==> src/rtl/uc_pkg.sv <==
// Shared definitions for the multi-cycle control unit: opcode values, ALU
// select codes, FSM state encoding and opcode-class encoding.
package uc_pkg;

  // Instruction opcodes (low nibble; any higher opcode bit makes it illegal)
  localparam logic [3:0] OPC_AND = 4'b0000;
  localparam logic [3:0] OPC_OR  = 4'b0001;
  localparam logic [3:0] OPC_ADD = 4'b0010;
  localparam logic [3:0] OPC_SUB = 4'b0011;
  localparam logic [3:0] OPC_SLT = 4'b0100;
  localparam logic [3:0] OPC_NOR = 4'b0101;
  localparam logic [3:0] OPC_SW  = 4'b0110;
  localparam logic [3:0] OPC_LW  = 4'b0111;

  // ALU operation select codes (zero-extended to ALU_W at the output)
  localparam logic [3:0] ALU_AND  = 4'b0000;
  localparam logic [3:0] ALU_OR   = 4'b0001;
  localparam logic [3:0] ALU_ADD  = 4'b0010;
  localparam logic [3:0] ALU_SUB  = 4'b0110;
  localparam logic [3:0] ALU_SLT  = 4'b0111;
  localparam logic [3:0] ALU_NOR  = 4'b1100;
  localparam logic [3:0] ALU_NONE = 4'b0000;

  typedef enum logic [2:0] {
    ST_IDLE   = 3'd0,
    ST_DECODE = 3'd1,
    ST_EXEC   = 3'd2,
    ST_MEM    = 3'd3,
    ST_WB     = 3'd4
  } state_t;

  typedef enum logic [1:0] {
    CLS_RTYPE   = 2'd0,
    CLS_STORE   = 2'd1,
    CLS_LOAD    = 2'd2,
    CLS_ILLEGAL = 2'd3
  } op_class_t;

endpackage

==> src/rtl/unidad_control_mc_if.sv <==
// Instruction/RAM/datapath-control bundle of the control unit.
// Signals: instruction, instr_valid, instr_ready, ram_ready, write_enable_RB,
// read_ram, write_ram, alu_opcode, demultiplexor, busy, illegal, timeout.
// master = instruction source / RAM side, slave = control unit.
interface unidad_control_mc_if #(
  parameter int unsigned OP_W  = 4,
  parameter int unsigned ALU_W = 4
);
  logic [OP_W-1:0]  instruction;
  logic             instr_valid;
  logic             instr_ready;
  logic             ram_ready;
  logic             write_enable_RB;
  logic             read_ram;
  logic             write_ram;
  logic [ALU_W-1:0] alu_opcode;
  logic             demultiplexor;
  logic             busy;
  logic             illegal;
  logic             timeout;

  modport master (
    output instruction, instr_valid, ram_ready,
    input  instr_ready, write_enable_RB, read_ram, write_ram, alu_opcode,
           demultiplexor, busy, illegal, timeout
  );

  modport slave (
    input  instruction, instr_valid, ram_ready,
    output instr_ready, write_enable_RB, read_ram, write_ram, alu_opcode,
           demultiplexor, busy, illegal, timeout
  );
endinterface

==> src/rtl/uc_decoder.sv <==
// Combinational opcode decoder: opcode -> opcode class and ALU select code.
// Ports: opcode (in, OP_W), op_class (out), alu_code (out, ALU_W).
// Macro UC_LOAD_EN: when defined, opcode 0111 decodes as a load; otherwise illegal.
module uc_decoder
  import uc_pkg::*;
#(
  parameter int unsigned OP_W  = 4,
  parameter int unsigned ALU_W = 4
) (
  input  logic [OP_W-1:0]  opcode,
  output op_class_t        op_class,
  output logic [ALU_W-1:0] alu_code
);

  logic       upper_set;
  logic [3:0] alu4;

  // Any bit above bit 3 set makes the opcode illegal regardless of the low nibble
  always_comb begin
    upper_set = (opcode >> 4) != '0;
    op_class  = CLS_ILLEGAL;
    alu4      = ALU_NONE;
    if (!upper_set) begin
      case (opcode[3:0])
        OPC_AND: begin op_class = CLS_RTYPE; alu4 = ALU_AND; end
        OPC_OR:  begin op_class = CLS_RTYPE; alu4 = ALU_OR;  end
        OPC_ADD: begin op_class = CLS_RTYPE; alu4 = ALU_ADD; end
        OPC_SUB: begin op_class = CLS_RTYPE; alu4 = ALU_SUB; end
        OPC_SLT: begin op_class = CLS_RTYPE; alu4 = ALU_SLT; end
        OPC_NOR: begin op_class = CLS_RTYPE; alu4 = ALU_NOR; end
        OPC_SW:  op_class = CLS_STORE;
`ifdef UC_LOAD_EN
        OPC_LW:  op_class = CLS_LOAD;
`endif
        default: op_class = CLS_ILLEGAL;
      endcase
    end
    alu_code = ALU_W'(alu4);
  end

endmodule

==> src/rtl/unidad_control_mc.sv <==
// Multi-cycle control unit: Moore FSM IDLE/DECODE/EXEC/MEM/WB driving the
// register-bank write strobe, RAM read/write requests, ALU select and the
// RAM/ALU result mux, with a bounded RAM wait (timeout) in MEM.
// Ports: clk, rst (async, active-high), bus (unidad_control_mc_if.slave).
// Macro UC_LOAD_EN: enables LW decode, the read_ram path and MEM->WB.
module unidad_control_mc
  import uc_pkg::*;
#(
  parameter int unsigned OP_W    = 4,
  parameter int unsigned ALU_W   = 4,
  parameter int unsigned TIMEOUT = 15
) (
  input logic                clk,
  input logic                rst,
  unidad_control_mc_if.slave bus
);

  localparam int unsigned CNT_W = $clog2(TIMEOUT + 1);

  state_t           state;
  state_t           state_nxt;
  logic [OP_W-1:0]  op_q;
  logic [CNT_W-1:0] mem_cnt;
  op_class_t        op_class;
  logic [ALU_W-1:0] alu_code;
  logic             accept;
  logic             mem_last;

  uc_decoder #(
    .OP_W  (OP_W),
    .ALU_W (ALU_W)
  ) u_dec (
    .opcode   (op_q),
    .op_class (op_class),
    .alu_code (alu_code)
  );

  assign accept   = (state == ST_IDLE) && bus.instr_valid;
  // Current MEM cycle is the TIMEOUT-th one
  assign mem_last = (mem_cnt == CNT_W'(TIMEOUT - 1));

  // State register
  always_ff @(posedge clk or posedge rst) begin
    if (rst) state <= ST_IDLE;
    else     state <= state_nxt;
  end

  // Opcode capture on acceptance
  always_ff @(posedge clk or posedge rst) begin
    if (rst)         op_q <= '0;
    else if (accept) op_q <= bus.instruction;
  end

  // MEM cycle counter: zero outside MEM so every MEM entry starts at 0; saturates
  always_ff @(posedge clk or posedge rst) begin
    if (rst)                               mem_cnt <= '0;
    else if (state != ST_MEM)              mem_cnt <= '0;
    else if (mem_cnt != CNT_W'(TIMEOUT))   mem_cnt <= mem_cnt + CNT_W'(1);
  end

  // Next-state logic
  always_comb begin
    state_nxt = state;
    case (state)
      ST_IDLE:   if (accept) state_nxt = ST_DECODE;
      ST_DECODE: begin
        case (op_class)
          CLS_RTYPE: state_nxt = ST_EXEC;
          CLS_STORE: state_nxt = ST_MEM;
          CLS_LOAD:  state_nxt = ST_MEM;
          default:   state_nxt = ST_IDLE;
        endcase
      end
      ST_EXEC:   state_nxt = ST_WB;
      ST_MEM: begin
        // ram_ready wins over an expiring wait
        if (bus.ram_ready) begin
`ifdef UC_LOAD_EN
          state_nxt = (op_class == CLS_LOAD) ? ST_WB : ST_IDLE;
`else
          state_nxt = ST_IDLE;
`endif
        end else if (mem_last) begin
          state_nxt = ST_IDLE;
        end
      end
      ST_WB:     state_nxt = ST_IDLE;
      default:   state_nxt = ST_IDLE;
    endcase
  end

  // Output decode
  always_comb begin
    bus.instr_ready     = 1'b0;
    bus.write_enable_RB = 1'b0;
    bus.read_ram        = 1'b0;
    bus.write_ram       = 1'b0;
    bus.alu_opcode      = '0;
    bus.demultiplexor   = 1'b0;
    bus.busy            = 1'b0;
    bus.illegal         = 1'b0;
    bus.timeout         = 1'b0;
    case (state)
      ST_IDLE:   bus.instr_ready = 1'b1;
      ST_DECODE: begin
        bus.busy    = 1'b1;
        bus.illegal = (op_class == CLS_ILLEGAL);
      end
      ST_EXEC: begin
        bus.busy       = 1'b1;
        bus.alu_opcode = alu_code;
      end
      ST_MEM: begin
        bus.busy          = 1'b1;
        bus.demultiplexor = 1'b1;
        bus.write_ram     = (op_class == CLS_STORE);
`ifdef UC_LOAD_EN
        bus.read_ram      = (op_class == CLS_LOAD);
`endif
        bus.timeout       = mem_last && !bus.ram_ready;
      end
      ST_WB: begin
        bus.busy            = 1'b1;
        bus.write_enable_RB = 1'b1;
        bus.alu_opcode      = alu_code;
        bus.demultiplexor   = (op_class == CLS_LOAD);
      end
      default: ;
    endcase
  end

endmodule

==> src/flat_wrapper.sv <==
// flat-port wrapper written by rule: the top's interface ports become plain ports
module unidad_control_mc_flat import uc_pkg::*;
#(
  parameter int unsigned OP_W    = 4,
  parameter int unsigned ALU_W   = 4,
  parameter int unsigned TIMEOUT = 15
)
  (clk, rst, bus_instruction, bus_instr_valid, bus_ram_ready, bus_instr_ready, bus_write_enable_RB, bus_read_ram, bus_write_ram, bus_alu_opcode, bus_demultiplexor, bus_busy, bus_illegal, bus_timeout);
  unidad_control_mc_if #(.OP_W(OP_W), .ALU_W(ALU_W)) bus_i ();
  input logic clk;
  input logic rst;
  input wire logic [$bits(bus_i.instruction)-1:0] bus_instruction;
  input wire logic [$bits(bus_i.instr_valid)-1:0] bus_instr_valid;
  input wire logic [$bits(bus_i.ram_ready)-1:0] bus_ram_ready;
  output wire logic [$bits(bus_i.instr_ready)-1:0] bus_instr_ready;
  output wire logic [$bits(bus_i.write_enable_RB)-1:0] bus_write_enable_RB;
  output wire logic [$bits(bus_i.read_ram)-1:0] bus_read_ram;
  output wire logic [$bits(bus_i.write_ram)-1:0] bus_write_ram;
  output wire logic [$bits(bus_i.alu_opcode)-1:0] bus_alu_opcode;
  output wire logic [$bits(bus_i.demultiplexor)-1:0] bus_demultiplexor;
  output wire logic [$bits(bus_i.busy)-1:0] bus_busy;
  output wire logic [$bits(bus_i.illegal)-1:0] bus_illegal;
  output wire logic [$bits(bus_i.timeout)-1:0] bus_timeout;
  assign bus_i.instruction = bus_instruction;
  assign bus_i.instr_valid = bus_instr_valid;
  assign bus_i.ram_ready = bus_ram_ready;
  assign bus_instr_ready = bus_i.instr_ready;
  assign bus_write_enable_RB = bus_i.write_enable_RB;
  assign bus_read_ram = bus_i.read_ram;
  assign bus_write_ram = bus_i.write_ram;
  assign bus_alu_opcode = bus_i.alu_opcode;
  assign bus_demultiplexor = bus_i.demultiplexor;
  assign bus_busy = bus_i.busy;
  assign bus_illegal = bus_i.illegal;
  assign bus_timeout = bus_i.timeout;
  unidad_control_mc #(.OP_W(OP_W), .ALU_W(ALU_W), .TIMEOUT(TIMEOUT)) u_core (.clk(clk), .rst(rst), .bus(bus_i));
endmodule
==> config.mk <==
export PLATFORM = sky130hd
export DESIGN_NAME = unidad_control_mc_flat
export DESIGN_NICKNAME = d
export VERILOG_FILES = /design/src/rtl/uc_pkg.sv /design/src/rtl/unidad_control_mc_if.sv /design/src/rtl/uc_decoder.sv /design/src/rtl/unidad_control_mc.sv /design/src/flat_wrapper.sv
export SDC_FILE = /design/constraint.sdc
export NUM_CORES = 1
export LEC_CHECK = 0
export ABC_AREA = 1
export BUFFER_PORTS_ARGS = -buffer_cell sky130_fd_sc_hd__clkbuf_2
export CAP_MARGIN = 40
export CELL_PAD_IN_SITES_DETAIL_PLACEMENT = 0
export CELL_PAD_IN_SITES_GLOBAL_PLACEMENT = 1
export CORE_AREA = 2 2 47 49
export CTS_BUF_LIST = sky130_fd_sc_hd__clkbuf_8
export CTS_CLUSTER_SIZE = 30
export DETAILED_ROUTE_END_ITERATION = 12
export DIE_AREA = 0 0 49 51
export PLACE_DENSITY_LB_ADDON = 0.15
export SETUP_SLACK_MARGIN = 0.3
export SLEW_MARGIN = 0
export SYNTH_ARGS = -nofsm -noshare
export SYNTH_HDL_FRONTEND = slang
export SYNTH_HIERARCHICAL = 1
export SYNTH_SLANG_ARGS = --single-unit
export TNS_END_PERCENT = 30
==> constraint.sdc <==
create_clock -name clk -period 3.1 [get_ports clk]
set_input_delay 0.93 -clock clk [delete_from_list [all_inputs] [get_ports clk]]
set_output_delay 0.93 -clock clk [all_outputs]
set_load 0.02 [all_outputs]
# ---- Word-level counts from Yosys, hierarchy flattened
# Index checks and enable logic that the tools add are counted.
dict set report op_classes {
  addsub 1
  n_eq_ne 18
  n_mux 17
  n_reduce_logical 12
}
# operator count
set ops {}
lappend ops {{$pmux 4 s5} 1}
lappend ops {{$eq 4x3->1 const B} 3}
lappend ops {{$mux 4} 3}
lappend ops {{$pmux 3 s4} 1}
lappend ops {{$mux 3} 3}
lappend ops {{$eq 4x2->1 const B} 2}
lappend ops {{$pmux 2 s2} 2}
lappend ops {{$eq 3x2->1 const B} 2}
lappend ops {{$mux 1} 6}
lappend ops {{$ne 3x2->1 const B} 2}
lappend ops {{$reduce_or 6->1} 1}
lappend ops {{$add 4x1->4 const B} 1}
lappend ops {{$eq 2x2->1 const B} 2}
lappend ops {{$eq 4x1->1 const B} 1}
lappend ops {{$eq 4x4->1 const B} 1}
lappend ops {{$logic_not 4->1} 1}
lappend ops {{$ne 4x4->1 const B} 1}
lappend ops {{$reduce_or 2->1} 2}
lappend ops {{$reduce_or 4->1} 1}
lappend ops {{$eq 3x1->1 const B} 1}
lappend ops {{$eq 3x3->1 const B} 1}
lappend ops {{$logic_not 3->1} 1}
lappend ops {{$eq 2x1->1 const B} 1}
lappend ops {{$logic_and 1x1->1} 2}
lappend ops {{other kinds (6)} 6}
dict set report totals {
  register_bits 11
  out_inout_bits 12
  word_cells 51
}

# ---- Depth between registers and ports, before layout
# Gate-level depths: netlist of the first run.
dict set report logic_depth {
  word_depth 7
  depth_mapped 7
  ltp_nobuf 7
}

# ---- Cells and area by module
# Netlist of the first run, hierarchy kept.
# module n_inst cells_each area_each_um2
set modules_own_cells {}
lappend modules_own_cells {unidad_control_mc 1 90 704.4}
lappend modules_own_cells {uc_decoder 1 22 87.6}

# ---- Least setup slack after synthesis of the first run
# No wires, ideal clock.
dict set report synth_timing {
  kind {input -> output}
  from {in bus_ram_ready}
  to {out bus_timeout}
  t_arrival_ns 1.263
  required_ns 2.170
  path_slack_ns 0.907
  cell_stages 1
  cell_sequence {nor3_2}
}
dict set report synth_via {
  elab_chain_cells 3
}
# item line
set synth_lines {}
lappend synth_lines {{start: declaration} flat_wrapper.sv:14} ;# input wire logic [$bits(bus_i.ram_ready)-1:0] bus_ram_ready;
lappend synth_lines {{$logic_not 1->1} unidad_control_mc.sv:120} ;# bus.timeout = mem_last && !bus.ram_ready;
lappend synth_lines {{$logic_and 1x1->1} unidad_control_mc.sv:120}
lappend synth_lines {{$mux 1} unidad_control_mc.sv:103} ;# case (state)
lappend synth_lines {{end: declaration} flat_wrapper.sv:23} ;# output wire logic [$bits(bus_i.timeout)-1:0] bus_timeout;
# No other way between the ends.

# ---- Worst setup path in the final report of the first run
dict set report layout_timing {
  from {reg u_core.op_q[1]}
  to {out bus_illegal}
}
dict set report layout_via {
  elab_chain_cells 5
}
# item line
set layout_lines {}
lappend layout_lines {{start: declaration} unidad_control_mc.sv:22} ;# logic [OP_W-1:0] op_q;
lappend layout_lines {{start signal: assignment} unidad_control_mc.sv:51} ;# else if (accept) op_q <= bus.instruction;
lappend layout_lines {{$eq 4x3->1 (tied with other cells)} uc_decoder.sv:24} ;# case (opcode[3:0])
lappend layout_lines {{$reduce_or 6->1 (no line)} --}
lappend layout_lines {{$pmux 2 s2 *} uc_decoder.sv:24}
lappend layout_lines {{net u_core.op_class[1]} unidad_control_mc.sv:24} ;# op_class_t op_class;
lappend layout_lines {{$eq 2x2->1 *} unidad_control_mc.sv:107} ;# bus.illegal = (op_class == CLS_ILLEGAL);
lappend layout_lines {{$mux 1 *} unidad_control_mc.sv:103}
lappend layout_lines {{end: declaration} flat_wrapper.sv:22} ;# output wire logic [$bits(bus_i.illegal)-1:0] bus_illegal;
# Mark *: on every way through the listed nets, which the timed path passes. The rest lies on a longest branch.

==> run metrics, run 1 <==
main flop type after synthesis=dfrtp_1; final RePlAce weighted congestion=0.691; Final HPWL DP=1170 um; setup TNS=0 ns; Hold Path Class=flop to flop; outcome=finished clean; Placeable Area=2060 um2; most used standard cell by instance count after synthesis=nand2_1; Clock transition at path regs=0.05 ns; Pwr Density=865 nW/um2; first-pass GRT wire length=2550 um; DRC viols=0; Leakage Power=0.548 nW; Nets=148; post-DR wirelength/cell=8.59 um; CTS sink count=11; synth warn=6; Post-CTS Setup Bufs=0; clock latency on the worst-skew pair=0.23 ns; Final min period=2.42 ns; H-tree depth=1; Clock Tree Root=clkbuf_8; number of antenna violations at the first check in global routing=0; Final Power=827 uW; Worst Path Required=2.17 ns; CTS Buf Count=3; NetSw=402 uW; post-synth top area cell=dfrtp_1; Overflow after GRT=0; num ports=20; CTS tree=built; crit path kind=flop to primary output; Crit. Startpoint=u_core/op_q[1]$_DFFE_PP0P_; WL final=1380 um; row count=17; area added between synthesis and finish=20.7%; RSZ-0062 raised after global routing=no; Mean Syn Cell Area=7.07 um2; Worst Hold Launch=u_core/op_q[0]$_DFFE_PP0P_; Synth Register Bits=11; total internal power=426 uW; Initial Utilization=38.4%; Max Cap Viol=0; Hold Vio Cnt, Final=0; Clock Path Buffers=2; register share of total power=30.8%; CP Max Fanout=7; Clk pwr share=16.6%; Post-DRT Antenna Nets=0; cts hold-fix bufs=0; All-Layer GR Usage=12.9%; Post-Syn Area=792 um2; Synth Instances=112; Post-synth top cells=nand2_1, inv_1, nor2_1, dfrtp_1, nand3_1; vias per cell=4.29; Port Buffers=18; achievable frequency=412 MHz; largest cells by area after synthesis=dfrtp_1, nand2_1, ha_1; Final Non-Filler Cells=161; clk_skew=0.000771 ns; die area=2500 um2; Startpoint Class=flop; Crit. End Element=primary output; final core utilization=46.3%; Tcrit/Tclk final=78.2%; synth unique cells=19; worst hold slack=0.533 ns; post_cts resized=0; EDFF count, synth=0; via count=691; Synth Net Count=126; switching power as a share of total power=48.5%; sequential area share after synthesis=34.8%; max-slew violations=0; Die Height=51 um; largest net degree at the start of global routing=12; Max IR drop VDD=0.462 mV; DP Cell Count=157; async set-reset flop share out of synthesis=100%; Reg2Reg Launch Point=u_core/op_q[1]$_DFFE_PP0P_; layout cells sized above 1=27.8%; die width=49 um; Comb pwr share=52.6%; critical path arrival=1.49 ns; initial DRC count=15; post-synth top area share=34.8%; DRT Pass-1 Iters=4; vias in the first global route=615; number of fill cells=229; Setup Viol. Count Final=0; # diodes=0
cell usage in the layout, fill, tap and decap left out:
cell,count
clkinv_2,1
nand2_2,4
o21ai_1,3
dfrtp_1,11
ha_1,6
conb_1,1
nand3_1,7
nor2_4,2
o21ai_2,2
nor2_2,1
nand4_1,1
clkbuf_2,18
o21bai_1,1
xnor2_1,1
nand2_1,32
nor2_1,14
nor3_2,2
nand3b_1,2
clkbuf_8,3
inv_2,4
inv_1,17
power by group through the flow:
stage               clock [mW]  sequential, mW  combinational (mW)
floorplan                    0           0.244               0.344
global placement             0           0.255               0.439
detailed placement           0           0.256               0.441
CTS                      0.143           0.254               0.444
global route             0.150           0.266               0.513
finish                   0.137           0.254               0.435
layer usage:
metal / global-route usage [%] / vias to the layer above / routed length, um
li1: - / 383 / -
met1: 17.3 / 294 / 734
met2: 21.5 / 14 / 597
met3: 2.92 / 0 / 51
met4: 2.86 / 0 / 0
met5: 0 / - / 0
critical path, stage by stage (launching register included):
cell and delay [ns]:
dfrtp_1 0.45, nand2_1 0.11, o21ai_2 0.23, ha_1 0.19, inv_1 0.03, nor2_1 0.09, clkbuf_2 0.17
kinds of logic (layout without fill, tap and decap cells):
family,count (synthesis),in the layout,synth area share [%]
adder cells (fa/ha/maj),6,6,9.48
AND/OR/NAND/NOR,65,65,38.2
other,1,1,0.473
buffers and inverters,22,43,10.9
flip-flops,11,11,34.8
XOR/XNOR,1,1,1.11
AO/OA/AOI/OAI,6,6,5.06
metrics by stage:
stage	instance area, um2	worst slack, ns
final	956	0.675
after global routing	956	0.525
after CTS	956	0.664
after detailed placement	910	0.807
after global placement	910	0.820
after floorplan	792	0.907
flip-flops by register name, summed over array words and instances (netlist names):
name / flops
u_core/op_q: 4
u_core/mem_cnt: 4
u_core/state: 3
final timing paths:
kind / to / slack (ns) / depth (start not counted)
setup / recovery: bus_illegal / 0.68 / 6
hold / removal: u_core/op_q[0]$_DFFE_PP0P_ / 0.53 / 2
setup reg to reg: u_core/state[0]$_DFFE_PP0P_ / 1.70 / 7
hold reg to reg: u_core/op_q[0]$_DFFE_PP0P_ / 0.53 / 2
max in group asynchronous: u_core/op_q[3]$_DFFE_PP0P_ / 2.16 / 2
min in group asynchronous: u_core/mem_cnt[0]$_DFFE_PP0P_ / 0.65 / 2
layout make-up:
| cell class | count | area (um2) | share of cell area, % |
|---|---|---|---|
| clock inverter | 1 | 5.00 | 0.524 |
| inverter | 21 | 78.8 | 8.25 |
| multi-input combinational | 79 | 430 | 45.0 |
| clock buffer | 3 | 41.3 | 4.32 |
| timing repair buffer | 18 | 90.1 | 9.42 |
| sequential | 11 | 275 | 28.8 |
| tap | 28 | 35.0 | 3.66 |
No activity file was read; power rests on OpenSTA's default activity.
==> run 2: changes to the inputs <==
Settings changed: CORE_AREA 2 2 47 49 to 2 2 52 54, DIE_AREA 0 0 49 51 to 0 0 54 56.
Clock period 3.1 ns to 2 ns, I/O delays scaled along.
==> run 2 against run 1 <==
Critical path depth unchanged. Sequential cell count unchanged. Wire length increased by 26%. First-iteration DRC count fell by 60%. Utilization grew 1.5 points. Cell count increased by 6.8%. Clock-buffer cell count unchanged. Clock skew is essentially flat. Sequential power is 68% higher. Register-to-register slack worse by 1.0 ns.
==> run metrics, run 2 (synthesized netlist as in run 1, its figures left out) <==
Die Height=56 um (+9.8%); Pwr Density=1440 nW/um2 (+66%); die width=54 um (+10%); H-tree depth=1 (unchanged); vias per cell=4.33 (+0.78%); achievable frequency=511 MHz; number of fill cells=246 (+7.4%); most frequent cells in the layout=nand2_1, buf_4, inv_1; DRT Pass-1 Iters=4 (unchanged); final core utilization=47.8% (+1.5 points); DRC viols=0 (unchanged); Hold Vio Cnt, Final=0 (unchanged); clk_skew=0.000473 ns (-0.000298 ns); Port Buffers=18 (unchanged); Crit. End Element=primary output; WL final=1740 um (+26%); Storage cell area=280 um2 (+1.8%); number of antenna violations at the first check in global routing=0 (unchanged); Clock Tree Root=clkbuf_8; commonest non-fill, non-tap cell in the layout=nand2_1; clock latency on the worst-skew pair=0.23 ns (about the same); largest net degree at the start of global routing=12 (unchanged); initial DRC count=6 (-9); layout cells sized above 1=47.2% (+19 points); Worst Path Required=1.40 ns (-0.77 ns); Leakage Power=0.611 nW (+12%); CTS tree=built; multi-input combinational cell area=512 um2 (+19%); Initial Utilization=32.6% (-5.8 points); Overflow after GRT=0 (unchanged); Tcrit/Tclk final=97.9%; setup TNS=0 ns (unchanged); Startpoint Class=flop; Final min period=1.96 ns; RSZ-0062 raised after global routing=yes; Post-DRT Antenna Nets=0 (unchanged); crit path kind=flop to primary output; area added between synthesis and finish=46.9%; first-pass GRT wire length=2970 um (+16%); # diodes=0 (unchanged); die area=3020 um2 (+21%); CTS sink count=11 (unchanged); Nets=157 (+6.1%); DP Cell Count=159 (+1.3%); worst hold slack=0.336 ns (-0.197 ns); Clock transition at path regs=0.05 ns (about the same); Clock Path Buffers=2 (unchanged); vias in the first global route=712 (+16%); post-DR wirelength/cell=10.1 um (+17%); critical path arrival=1.36 ns (-0.13 ns); All-Layer GR Usage=13.2% (+0.22 points); Final Power=1.68 mW (+100%); Setup Viol. Count Final=0 (unchanged); Placeable Area=2430 um2 (+18%); Reg2Reg Launch Point=u_core/op_q[2]$_DFFE_PP0P_; CP Max Fanout=4 (-3); Hold Path Class=input pin to asynchronous set/reset pin; CTS Buf Count=3 (unchanged); final RePlAce weighted congestion=0.719 (+4.0%); via count=744 (+7.7%); outcome=finished clean; row count=18 (+1); Final Non-Filler Cells=172 (+6.8%); cts hold-fix bufs=0 (unchanged); num ports=20 (unchanged); Crit. Startpoint=u_core/op_q[2]$_DFFE_PP0P_; Regs by FF count=u_core/mem_cnt: 4 flops, u_core/op_q: 4 flops, u_core/state: 3 flops; max-slew violations=0 (unchanged); Max IR drop VDD=0.933 mV (+100%); Max Cap Viol=0 (unchanged); Final HPWL DP=1250 um (+6.9%)
## run 2: power by group
group	leakage [nW]	total, mW	internal, mW	switching [mW]
logic	0.446	1.04	0.452	0.585
clock network	0.0269	0.212	0.134	0.0778
registers	0.138	0.427	0.306	0.121
total	0.611	1.68	0.891	0.784
## run 2: metal layers
metal / wire [um] / global-route usage [%]
met5: 0 / 0
met4: 0 / 1.07
met3: 93 / 4.84
met2: 816 / 21.6
met1: 827 / 16.9
## run 2: final timing paths
path / endpoint / slack [ns] / depth (start not counted)
setup / recovery: bus_demultiplexor / 0.04 / 6
hold / removal: u_core/mem_cnt[1]$_DFFE_PP0P_ / 0.34 / 2
setup reg to reg: u_core/state[0]$_DFFE_PP0P_ / 0.69 / 6
hold reg to reg: u_core/state[2]$_DFFE_PP0P_ / 0.55 / 1
max in group asynchronous: u_core/state[2]$_DFFE_PP0P_ / 1.34 / 2
min in group clk: u_core/state[2]$_DFFE_PP0P_ / 0.55 / 1
## run 2: final cells by class
type | instances | area share [%]
Multi-Input combinational cell | 79 | 44.0
Sequential cell | 11 | 24.1
Timing Repair Buffer | 27 | 17.8
Inverter | 21 | 6.99
Clock buffer | 3 | 3.55
Tap cell | 30 | 3.23
Clock inverter | 1 | 0.323
## run 2: repair_timing
item / CTS / global route
pin swaps: 4 / 18
setup buffers: 8 / 1
resized for setup: 20 / 38
setup endpoints to repair: 11 / 11
## run 2: critical path, stage by stage, from the launching register on
cell and delay (ns):
dfrtp_1 0.40, nand2_4 0.09, o21ai_4 0.19, ha_2 0.21
nand2_1 0.05, nand2_1 0.07, buf_6 0.11
## run 2: per-stage QoR
stage                     instance area, um2  setup slack (ns)
final                                   1160            0.0428
after global routing                    1160           -0.0135
after CTS                               1080            0.0547
after detailed placement                 915             0.182
after global placement                   915             0.224
after floorplan                          795             0.248
